## config.mk

```make
export PLATFORM = sky130hd
export DESIGN_NAME = memory_access_unit
export DESIGN_NICKNAME = d
export VERILOG_FILES = /design/src/rtl/memory_access_unit_pkg.sv /design/src/rtl/memory_access_unit_load_aligner.sv /design/src/rtl/memory_access_unit.sv
export SDC_FILE = /design/constraint.sdc
export NUM_CORES = 1
export LEC_CHECK = 0
export ABC_AREA = 1
export CAP_MARGIN = 30
export CORE_ASPECT_RATIO = 1.5
export CORE_MARGIN = 2
export CORE_UTILIZATION = 41
export CTS_BUF_LIST = sky130_fd_sc_hd__clkbuf_16
export DETAILED_ROUTE_END_ITERATION = 8
export PLACE_DENSITY = 0.77
export SETUP_SLACK_MARGIN = 0.4
export SYNTH_ARGS = -nofsm -noshare
export SYNTH_HDL_FRONTEND = slang
export SYNTH_SLANG_ARGS = --single-unit
```

## constraint.sdc

```tcl
create_clock -name clock -period 2.13 [get_ports clock]
set_input_delay 0.639 -clock clock [delete_from_list [all_inputs] [get_ports clock]]
set_output_delay 0.639 -clock clock [all_outputs]
set_load 0.01 [all_outputs]
```

## src/rtl/memory_access_unit_pkg.sv

```systemverilog
// Shared definitions for the memory-stage access engine: access size
// encodings, the controller state type and the lane/legality helpers.
package memory_access_package;

    localparam logic [1:0] SIZE_BYTE     = 2'b00;
    localparam logic [1:0] SIZE_HALF     = 2'b01;
    localparam logic [1:0] SIZE_WORD     = 2'b10;
    localparam logic [1:0] SIZE_RESERVED = 2'b11;

    typedef enum logic [1:0] {
        STATE_IDLE,
        STATE_REQUEST,
        STATE_WAIT_RESPONSE,
        STATE_COMPLETE
    } access_state_t;

    // Little-endian byte lanes touched by an access of the given size and offset.
    function automatic logic [3:0] compute_byte_enable(input logic [1:0] size,
                                                       input logic [1:0] offset);
        case (size)
            SIZE_BYTE: return 4'b0001 << offset;
            SIZE_HALF: return 4'b0011 << offset;
            SIZE_WORD: return 4'b1111;
            default:   return 4'b0000;
        endcase
    endfunction

    // An access is legal when its size is defined and it is naturally aligned.
    function automatic logic is_legal_access(input logic [1:0] size,
                                             input logic [1:0] offset);
        case (size)
            SIZE_BYTE: return 1'b1;
            SIZE_HALF: return ~offset[0];
            SIZE_WORD: return (offset == 2'b00);
            default:   return 1'b0;
        endcase
    endfunction

    // Copies the right-aligned store operand onto every lane it could occupy.
    function automatic logic [31:0] replicate_store_data(input logic [1:0] size,
                                                         input logic [31:0] data);
        case (size)
            SIZE_BYTE: return {4{data[7:0]}};
            SIZE_HALF: return {2{data[15:0]}};
            default:   return data;
        endcase
    endfunction

endpackage

```

## src/rtl/memory_access_unit_load_aligner.sv

```systemverilog
// Combinational load aligner: moves the addressed lane down to bit 0 and
// sign- or zero-extends it to a full word.
module load_aligner
    import memory_access_package::*;
(
    input  logic [31:0] response_data,
    input  logic [1:0]  byte_offset,
    input  logic [1:0]  size,
    input  logic        is_signed,
    output logic [31:0] load_data
);

    logic [31:0] shifted;

    // Shift the addressed lane to the bottom, then extend according to size.
    always_comb begin
        shifted   = response_data >> {byte_offset, 3'b000};
        load_data = shifted;
        case (size)
            SIZE_BYTE: load_data = {{24{is_signed & shifted[7]}}, shifted[7:0]};
            SIZE_HALF: load_data = {{16{is_signed & shifted[15]}}, shifted[15:0]};
            default:   load_data = shifted;
        endcase
    end

endmodule

```

## src/rtl/memory_access_unit.sv

```systemverilog
// Memory-stage engine: runs EX/MEM load/store requests over a valid/ready
// data bus, stalls the pipeline while an access is in flight and returns
// the extended load result for write-back.
module memory_access_unit
    import memory_access_package::*;
#(
    parameter int ADDRESS_WIDTH  = 32,
    parameter int TIMEOUT_CYCLES = 255
) (
    input  logic                     clock,
    input  logic                     reset_n,
    input  logic                     mem_request_valid,
    input  logic                     mem_request_write,
    input  logic [1:0]               mem_request_size,
    input  logic                     mem_request_signed,
    input  logic [ADDRESS_WIDTH-1:0] mem_address,
    input  logic [31:0]              mem_store_data,
    output logic                     stall,
    output logic [31:0]              load_data,
    output logic                     load_data_valid,
    output logic                     access_fault,
    output logic                     bus_request_valid,
    input  logic                     bus_request_ready,
    output logic                     bus_write,
    output logic [ADDRESS_WIDTH-1:0] bus_address,
    output logic [31:0]              bus_write_data,
    output logic [3:0]               bus_byte_enable,
    input  logic                     bus_response_valid,
    input  logic [31:0]              bus_response_data
);

    localparam int COUNT_WIDTH = $clog2(TIMEOUT_CYCLES + 1);
    localparam logic [COUNT_WIDTH-1:0] TIMEOUT_LIMIT = COUNT_WIDTH'(TIMEOUT_CYCLES);

    access_state_t            state_q, state_d;
    logic                     write_q, write_d;
    logic [1:0]               size_q, size_d;
    logic                     signed_q, signed_d;
    logic [ADDRESS_WIDTH-1:0] address_q, address_d;
    logic [31:0]              store_data_q, store_data_d;
    logic [3:0]               byte_enable_q, byte_enable_d;
    logic [COUNT_WIDTH-1:0]   timeout_count_q, timeout_count_d;
    logic [31:0]              load_data_q, load_data_d;
    logic                     load_valid_q, load_valid_d;
    logic                     timeout_fault_q, timeout_fault_d;
    logic                     illegal_fault;
    logic [31:0]              aligned_data;

    load_aligner u_load_aligner (
        .response_data (bus_response_data),
        .byte_offset   (address_q[1:0]),
        .size          (size_q),
        .is_signed     (signed_q),
        .load_data     (aligned_data)
    );

    // Next-state logic: sequences the bus handshake and drives stall/fault.
    always_comb begin
        state_d         = state_q;
        write_d         = write_q;
        size_d          = size_q;
        signed_d        = signed_q;
        address_d       = address_q;
        store_data_d    = store_data_q;
        byte_enable_d   = byte_enable_q;
        timeout_count_d = timeout_count_q;
        load_data_d     = load_data_q;
        load_valid_d    = 1'b0;
        timeout_fault_d = 1'b0;
        illegal_fault   = 1'b0;
        stall           = 1'b0;
        case (state_q)
            STATE_IDLE: begin
                if (mem_request_valid) begin
                    if (is_legal_access(mem_request_size, mem_address[1:0])) begin
                        stall         = 1'b1;
                        state_d       = STATE_REQUEST;
                        write_d       = mem_request_write;
                        size_d        = mem_request_size;
                        signed_d      = mem_request_signed;
                        address_d     = mem_address;
                        store_data_d  = replicate_store_data(mem_request_size, mem_store_data);
                        byte_enable_d = compute_byte_enable(mem_request_size, mem_address[1:0]);
                    end else begin
                        illegal_fault = 1'b1;
                    end
                end
            end
            STATE_REQUEST: begin
                stall = 1'b1;
                if (bus_request_ready) begin
                    state_d         = STATE_WAIT_RESPONSE;
                    timeout_count_d = '0;
                end
            end
            STATE_WAIT_RESPONSE: begin
                stall           = 1'b1;
                timeout_count_d = timeout_count_q + 1'b1;
                if (bus_response_valid) begin
                    state_d = STATE_COMPLETE;
                    if (!write_q) begin
                        load_data_d  = aligned_data;
                        load_valid_d = 1'b1;
                    end
                end else if (timeout_count_d == TIMEOUT_LIMIT) begin
                    state_d         = STATE_COMPLETE;
                    timeout_fault_d = 1'b1;
                    load_data_d     = '0;
                end
            end
            STATE_COMPLETE: begin
                state_d = STATE_IDLE;
            end
            default: begin
                state_d = STATE_IDLE;
            end
        endcase
    end

    // State and request registers; reset abandons any access in flight.
    always_ff @(posedge clock) begin
        if (!reset_n) begin
            state_q         <= STATE_IDLE;
            write_q         <= 1'b0;
            size_q          <= 2'b00;
            signed_q        <= 1'b0;
            address_q       <= '0;
            store_data_q    <= '0;
            byte_enable_q   <= '0;
            timeout_count_q <= '0;
            load_data_q     <= '0;
            load_valid_q    <= 1'b0;
            timeout_fault_q <= 1'b0;
        end else begin
            state_q         <= state_d;
            write_q         <= write_d;
            size_q          <= size_d;
            signed_q        <= signed_d;
            address_q       <= address_d;
            store_data_q    <= store_data_d;
            byte_enable_q   <= byte_enable_d;
            timeout_count_q <= timeout_count_d;
            load_data_q     <= load_data_d;
            load_valid_q    <= load_valid_d;
            timeout_fault_q <= timeout_fault_d;
        end
    end

    assign bus_request_valid = (state_q == STATE_REQUEST);
    assign bus_write         = write_q;
    assign bus_address       = {address_q[ADDRESS_WIDTH-1:2], 2'b00};
    assign bus_write_data    = store_data_q;
    assign bus_byte_enable   = byte_enable_q;
    assign load_data         = load_data_q;
    assign load_data_valid   = load_valid_q;
    assign access_fault      = illegal_fault | timeout_fault_q;

endmodule

```

==> flow_metrics.tcl, run 1 <==
set metrics [dict create \
    outcome "complete, but fails checks" \
    violations "negative setup slack" \
    root_buffer "clkbuf_16" \
    setup.worst_path.start_class "input pin" \
    ys_seq_area_frac 0.406 \
    antenna_found_initial 0 \
    setup_viol_count_final 2 \
    clock_sinks 116 \
    core_mm2 0.0136 \
    ys_types 36 \
    fmax_mhz 448 \
    final_antenna_net_count 0 \
    drt-total-wl_mm 19.9 \
    ir_worst_vdd_mv 0.657 \
    grt_max_degree 84 \
    rsz0062_at_grt "yes" \
    min_period_over_period 1.05 \
    h-tree-depth 4 \
    fp.dieW_um 100 \
    syn_avg_cell_area_um2 7.04 \
    cp.arrival_ns 1.59 \
    ctsHoldBuffers 0 \
    power_density_mw_per_mm2 938 \
    io_buffers 207 \
    finClkSkew_ns 0.00928 \
    clkSlewWorstSetupHoldPaths_ns 0.05 \
    hp-class "reg2reg" \
    worstSetupEndpointType "output port" \
    grt_usage 0.255 \
    wire_per_inst_um 16.5 \
    dp_hpwl_mm 12.3 \
    place_inst 1134 \
    hold_viol_final 0 \
    pin_count 210 \
    syn_inst 812 \
    final_common_cell "nand2_1" \
    dr.pass1.iters 7 \
    gp_congestion 0.931 \
    initial_core_util 0.421 \
    grt_pass1_vias 6120 \
    path_max_fanout 2 \
    finalWorstSetupSlack_ns -0.100 \
    finalCriticalPeriod_ns 2.23 \
    drt_iter0_markers 310 \
    grt_pass1_wl_mm 30.2 \
    cts_tree "built" \
    maxCapViolCount 0 \
    finalNetCount 1140 \
    drive_above_1_share 0.223 \
    antenna_cells 0 \
    worstPathRequired_ns 1.49 \
    timing.hold.ws_ns 0.458 \
    layout_common_cells "nand2_1 (164), dfxtp_1 (109), nor2_1 (104), clkdlybuf4s50_1 (96), dlygate4sd2_1 (91)" \
    vias_per_cell 5.28 \
    num_vias 6354 \
    ys_warn_count 0 \
    area_delta_synth_final_pct 63.7 \
    netlist_area_mm2 0.00572 \
    leakagePower_nw 4.06 \
    drc 0 \
    cts_made_buffers 17 \
    rows 52 \
    drv_slew 0 \
    power_mw 8.78 \
    final_cells 1203 \
    dieHeight_um 149 \
    dp_slack_ns -0.909 \
    cts.path.max_buffers 2 \
    synth-seq-cells 116 \
    critical_path_class "in2out" \
    gr-total-overflow 0 \
    die-area_mm2 0.0149 \
    clk_latency_ns 0.41 \
]
==> stage by stage <==
step,cell area (um2),utilization,TNS (ns)
6_report,9360,0.689,-0.121
2_1_floorplan,5790,-,-0.123
3_3_place_gp,7840,0.577,-38.48
3_5_place_dp,7840,0.577,-40.42
4_1_cts,8960,0.659,-0.0764
5_1_grt,9360,0.689,-0.177
==> cell type report <==
class | instances | area [um2]
Clock buffer | 17 | 425
Clock inverter | 15 | 183
Fill cell | 1090 | 4230
Inverter | 31 | 119
Multi-Input combinational cell | 583 | 3280
Sequential cell | 116 | 2340
Tap cell | 162 | 203
Timing Repair Buffer | 279 | 2820
==> Yosys cell counts <==
| library cell | n | share of area |
|---|---|---|
| nor3_2 | 1 | 0.0017 |
| a31oi_1 | 8 | 0.0087 |
| nand2_2 | 2 | 0.0022 |
| inv_1 | 27 | 0.018 |
| nand3_2 | 8 | 0.014 |
| nand3_1 | 78 | 0.068 |
| clkinv_1 | 1 | 0.00066 |
| or2_2 | 1 | 0.0011 |
| o22ai_1 | 3 | 0.0033 |
| buf_1 | 6 | 0.0039 |
| a22o_1 | 8 | 0.012 |
| conb_1 | 1 | 0.00066 |
| buf_2 | 16 | 0.014 |
| ha_1 | 7 | 0.015 |
| o21bai_1 | 3 | 0.0039 |
| nor2_1 | 114 | 0.075 |
| o21ai_2 | 1 | 0.0015 |
| or2_1 | 2 | 0.0022 |
| buf_4 | 34 | 0.045 |
| nand2_4 | 2 | 0.0039 |
| mux2i_1 | 7 | 0.012 |
| nand4_4 | 1 | 0.0037 |
| nand2_1 | 177 | 0.12 |
| clkbuf_1 | 24 | 0.016 |
| inv_2 | 3 | 0.0020 |
| a21oi_2 | 1 | 0.0015 |
| a21oi_1 | 71 | 0.062 |
| nand4_1 | 3 | 0.0033 |
| nand3b_2 | 1 | 0.0020 |
| nor2_2 | 2 | 0.0022 |
| buf_6 | 3 | 0.0059 |
| nor3_1 | 1 | 0.00087 |
| dfxtp_1 | 116 | 0.41 |
| o21ai_0 | 77 | 0.067 |
| buf_8 | 1 | 0.0026 |
| o221ai_1 | 1 | 0.0015 |
==> sequential cells by signal, summed over array words and instances, names as in the netlist <==
register	cells
address_q	32
bus_byte_enable	4
bus_write	1
bus_write_data	32
load_data	32
load_data_valid	1
signed_q	1
size_q	2
state_q	2
timeout_count_q	8
timeout_fault_q	1
==> logic make-up (layout without fill, tap and decap cells) <==
kind of cell,Yosys count,in the layout,synth area share
muxes,7,7,0.0122
other,1,2,0.000656
buffers and inverters,115,342,0.107
DFF,116,116,0.406
adders and majority gates,7,7,0.0153
and+or+nand+nor,393,394,0.296
AOI/OAI and AO/OA,173,173,0.162
==> final timing paths <==
check | startpoint | endpoint | slack (ns) | cells past startpoint
min reg2reg | load_data[15] | load_data[15] | 0.46 | 2
max | mem_address[0] | stall | -0.10 | 8
max reg2reg | timeout_count_q[0] | load_data[18] | 0.20 | 13
min | load_data[15] | load_data[15] | 0.46 | 2
==> what timing repair did <==
item                                    in CTS  in global routing
setup buffers                               22                  7
pin swaps                                   39                 31
cloned                                       5                  3
resized for setup                          207                105
endpoints found under the setup margin     209                 71
==> where the power goes <==
group | switching, mW | internal [mW] | leakage [nW] | total, mW
clock | 1.10 | 1.85 | 0.287 | 2.94
combinational | 1.71 | 1.45 | 2.83 | 3.16
sequential | 0.185 | 2.50 | 0.949 | 2.68
==> worst max-delay path, cell delays in order <==
cell     delay, ns
buf_6         0.09
or2_4         0.25
o21ai_4       0.20
nand3_4       0.11
inv_4         0.08
nor2_4        0.04
nor2_4        0.08
buf_6         0.11
==> layer usage <==
layer | GRT usage | vias up | routed length (um)
met1 | 0.278 | 2880 | 7440
li1 | - | 3089 | -
met4 | 0.135 | 0 | 960
met5 | 0 | - | 0
met2 | 0.445 | 318 | 10100
met3 | 0.0710 | 67 | 1410
Power figures use the tool's default switching activity.
==> run 2: changes to the inputs <==
--- a/config.mk
+++ b/config.mk
@@ -9,11 +9,12 @@
 export CAP_MARGIN = 30
 export CORE_ASPECT_RATIO = 1.5
 export CORE_MARGIN = 2
-export CORE_UTILIZATION = 41
+export CORE_UTILIZATION = 46
 export CTS_BUF_LIST = sky130_fd_sc_hd__clkbuf_16
 export DETAILED_ROUTE_END_ITERATION = 8
-export PLACE_DENSITY = 0.77
+export PLACE_DENSITY = 0.81
 export SETUP_SLACK_MARGIN = 0.4
 export SYNTH_ARGS = -nofsm -noshare
 export SYNTH_HDL_FRONTEND = slang
+export SYNTH_HIERARCHICAL = 1
 export SYNTH_SLANG_ARGS = --single-unit
==> constraint.sdc (replaced) <==
create_clock -name clock -period 2.3 [get_ports clock]
set_input_delay 0.69 -clock clock [delete_from_list [all_inputs] [get_ports clock]]
set_output_delay 0.69 -clock clock [all_outputs]
set_load 0.01 [all_outputs]
==> run 2 against run 1 <==
  * Largest cell class unchanged
  * Global-route usage is 1.0 points lower
  * Clock power is 6% lower
  * Critical endpoint unchanged
  * Sequential share of layout area is 1.7 points higher
  * Via count is 0.72% lower
  * Count of clock-buffer cells in the layout stayed put
  * The flow still finishes with violations (negative setup slack)
  * Cell area is 6.6% lower
  * First-iteration DRC count is 11% lower
  * Sequential power is 9.3% lower
  * Non-clock buffer count is 30 lower
  * Critical path type unchanged
  * Setup slack better by 0.028 ns
==> flow_metrics.tcl, run 2 <==
set metrics [dict create \
    finClkSkew_ns 0.00829 \
    worstSetupEndpointType "output port" \
    setup_viol_count_final 2 \
    grt_usage 0.245 \
    antenna_cells 0 \
    ys_warn_count 6 \
    synth-main-ff-cell "dfxtp_1" \
    h-tree-depth 4 \
    synth-seq-cells 116 \
    slew_headroom 0.659 \
    cts_tree "built" \
    synth_area_leaders "dfxtp_1 (39%), nand2_1 (17%), nor2_1 (7.0%), o21ai_0 (6.7%), a21oi_1 (4.9%)" \
    wl_met2_mm 9.21 \
    drc 0 \
    crit_chain "buf_6, or2_4, o22ai_4, buf_6, nand3_4, a21oi_4, buf_6" \
    dr.pass1.iters 6 \
    outcome "complete, but fails checks" \
    final_common_cell "nand2_1" \
    drt_iter0_markers 275 \
    fin_tns_setup_ns -0.124 \
    dp_hpwl_mm 12.4 \
    p_sw_frac 0.314 \
    grt_pass1_wl_mm 27.8 \
    r2r_cells 10 \
    pin_count 210 \
    die-area_mm2 0.0139 \
    final_cells 1243 \
    fillers 1102 \
    grt_max_degree 61 \
    syn_avg_cell_area_um2 6.70 \
    ys_seq_area_frac 0.390 \
    hp-class "reg2reg" \
    grt_pass1_vias 5918 \
    dieHeight_um 143 \
    gr-total-overflow 0 \
    wire_per_inst_um 14.4 \
    power_frac_seq 0.325 \
    cp_num_buf_inv 3 \
    maxCapViolCount 0 \
    r2r_start "state_q[0]" \
    drv_slew 0 \
    area_delta_synth_final_pct 46.8 \
    yosysMostFrequentCell "nand2_1" \
    num_vias 6308 \
    place_inst 1202 \
    core_mm2 0.0126 \
    crit_cells 7 \
    synth.top_cell.area_share 0.390 \
    leakagePower_nw 4.45 \
    netlist_area_mm2 0.00595 \
    power_density_mw_per_mm2 853 \
    finalCriticalPeriod_ns 2.37 \
    met3_length_mm 1.11 \
    wl_met1_mm 6.71 \
    cp_top_family "buffers and inverters" \
    worst_pin_slew_ns 0.510 \
    clk_latency_ns 0.40 \
    ys_types 34 \
    timing.hold.ws_ns 0.460 \
    p_int_mw 5.11 \
    dp_slack_ns -0.889 \
    violations "negative setup slack" \
    cp_common_cell "buf_6" \
    synth_top_area_cell "dfxtp_1" \
    drive_above_1_share 0.115 \
    final_antenna_net_count 0 \
    min_path_cells 2 \
    finalNetCount 1186 \
    dpl-instance-area_mm2 0.00805 \
    layout_common_cells "nand2_1 (262), dfxtp_1 (112), nor2_1 (111), dlygate4sd2_1 (102), clkdlybuf4s50_1 (98)" \
    fp.dieW_um 96.9 \
    root_buffer "clkbuf_16" \
    synth_commonest_cells "nand2_1 (263), dfxtp_1 (116), nor2_1 (111)" \
    antenna_found_initial 0 \
    clkSlewWorstSetupHoldPaths_ns 0.06 \
    cp.arrival_ns 1.68 \
    path_max_fanout 2 \
    synth-edff-count 0 \
    min_period_over_period 1.03 \
    finalWorstSetupSlack_ns -0.0716 \
    crit_path_start "mem_address[1]" \
    ctsHoldBuffers 0 \
    fin_util 0.695 \
    clockPowerShare 0.368 \
    critical_path_class "in2out" \
    initial_core_util 0.474 \
    io_buffers 207 \
    slowest_delay_ns 0.26 \
    ir_worst_vdd_mv 0.531 \
    cpMaxStageDelayCell "or2_4" \
    hold_viol_final 0 \
    worstPathRequired_ns 1.61 \
    clock_sinks 116 \
    postLayoutCellArea_mm2 0.00874 \
    drt-total-wl_mm 17.9 \
    synthArstFlopShare 0 \
    comb_power_share 0.306 \
    power_mw 7.46 \
    fmax_mhz 422 \
    cts_made_buffers 17 \
    gp_congestion 0.841 \
    rsz0062_at_grt "yes" \
    syn_inst 889 \
    p_sw_mw 2.34 \
    top_layer "met4" \
    rows 50 \
    cts.path.max_buffers 2 \
    setup.worst_path.start_class "input pin" \
    vias_per_cell 5.07 \
    hold_path_startpoint "bus_write_data[30]" \
]
[run 2: cell count changes after synthesis, sizes merged, moves of 2 or more]
cell / previous run / this run
nand3: 86 / 54
a22oi: 0 / 3
o21ai: 78 / 80
a21oi: 72 / 58
inv: 30 / 65
o22ai: 3 / 1
nor2: 116 / 113
a22o: 8 / 2
mux2i: 7 / 0
nand2: 181 / 284
nand4: 4 / 2
[run 2: worst paths after layout]
| kind | endpoint | slack (ns) |
|---|---|---|
| max | stall | -0.07 |
| min | bus_write_data[30] | 0.46 |
| max reg2reg | address_q[9] | 0.53 |
| min reg2reg | bus_write_data[30] | 0.46 |
[run 2: metal layers]
metal  global-route usage  vias to the layer above
met4                0.158                        0
met2                0.439                      270
met1                0.262                     2828
met5                    0                        -
met3               0.0520                       57
li1                     -                     3153
[run 2: cells by family after synthesis]
logic type / Yosys count / share of synthesized area
buffers and inverters: 150 / 0.133
other: 1 / 0.000630
adder cells (fa/ha/maj): 7 / 0.0147
AO/OA/AOI/OAI: 156 / 0.139
flip-flops: 116 / 0.390
AND/OR/NAND/NOR: 459 / 0.322
[run 2: area by class of cell]
cell class	instances	area, um2	share of cell area
repair buffers	249	2460	0.281
inverters	66	255	0.0292
clock inverters	15	189	0.0216
well taps	156	195	0.0223
flip-flops and latches	116	2330	0.266
multi-input cells	624	2890	0.331
clock buffers	17	425	0.0487
[run 2: timing repair]
action | 4_1_cts | 5_1_grt
setup endpoints to repair | 177 | 107
gates cloned | 0 | 4
buffers inserted | 3 | 2
gates resized for setup | 135 | 17
pin swaps | 4 | 3
[run 2: power by group through the flow]
| stage | sequential, mW | clock, mW | combinational, mW |
|---|---|---|---|
| after detailed placement | 2.47 | 0 | 2.26 |
| final | 2.43 | 2.75 | 2.28 |
| after CTS | 2.42 | 2.79 | 2.15 |
| after global placement | 2.46 | 0 | 2.24 |
| after global routing | 2.46 | 2.88 | 2.51 |
| after floorplan | 2.51 | 0 | 1.32 |
[run 2: worst register-to-register path: stages (launching register included)]
cell,delay (ns)
dfxtp_2,0.35
inv_1,0.09
ha_1,0.26
nand3_4,0.11
buf_4,0.19
buf_16,0.17
inv_8,0.07
buf_12,0.14
buf_12,0.14
nor2_1,0.10
nor2_1,0.06
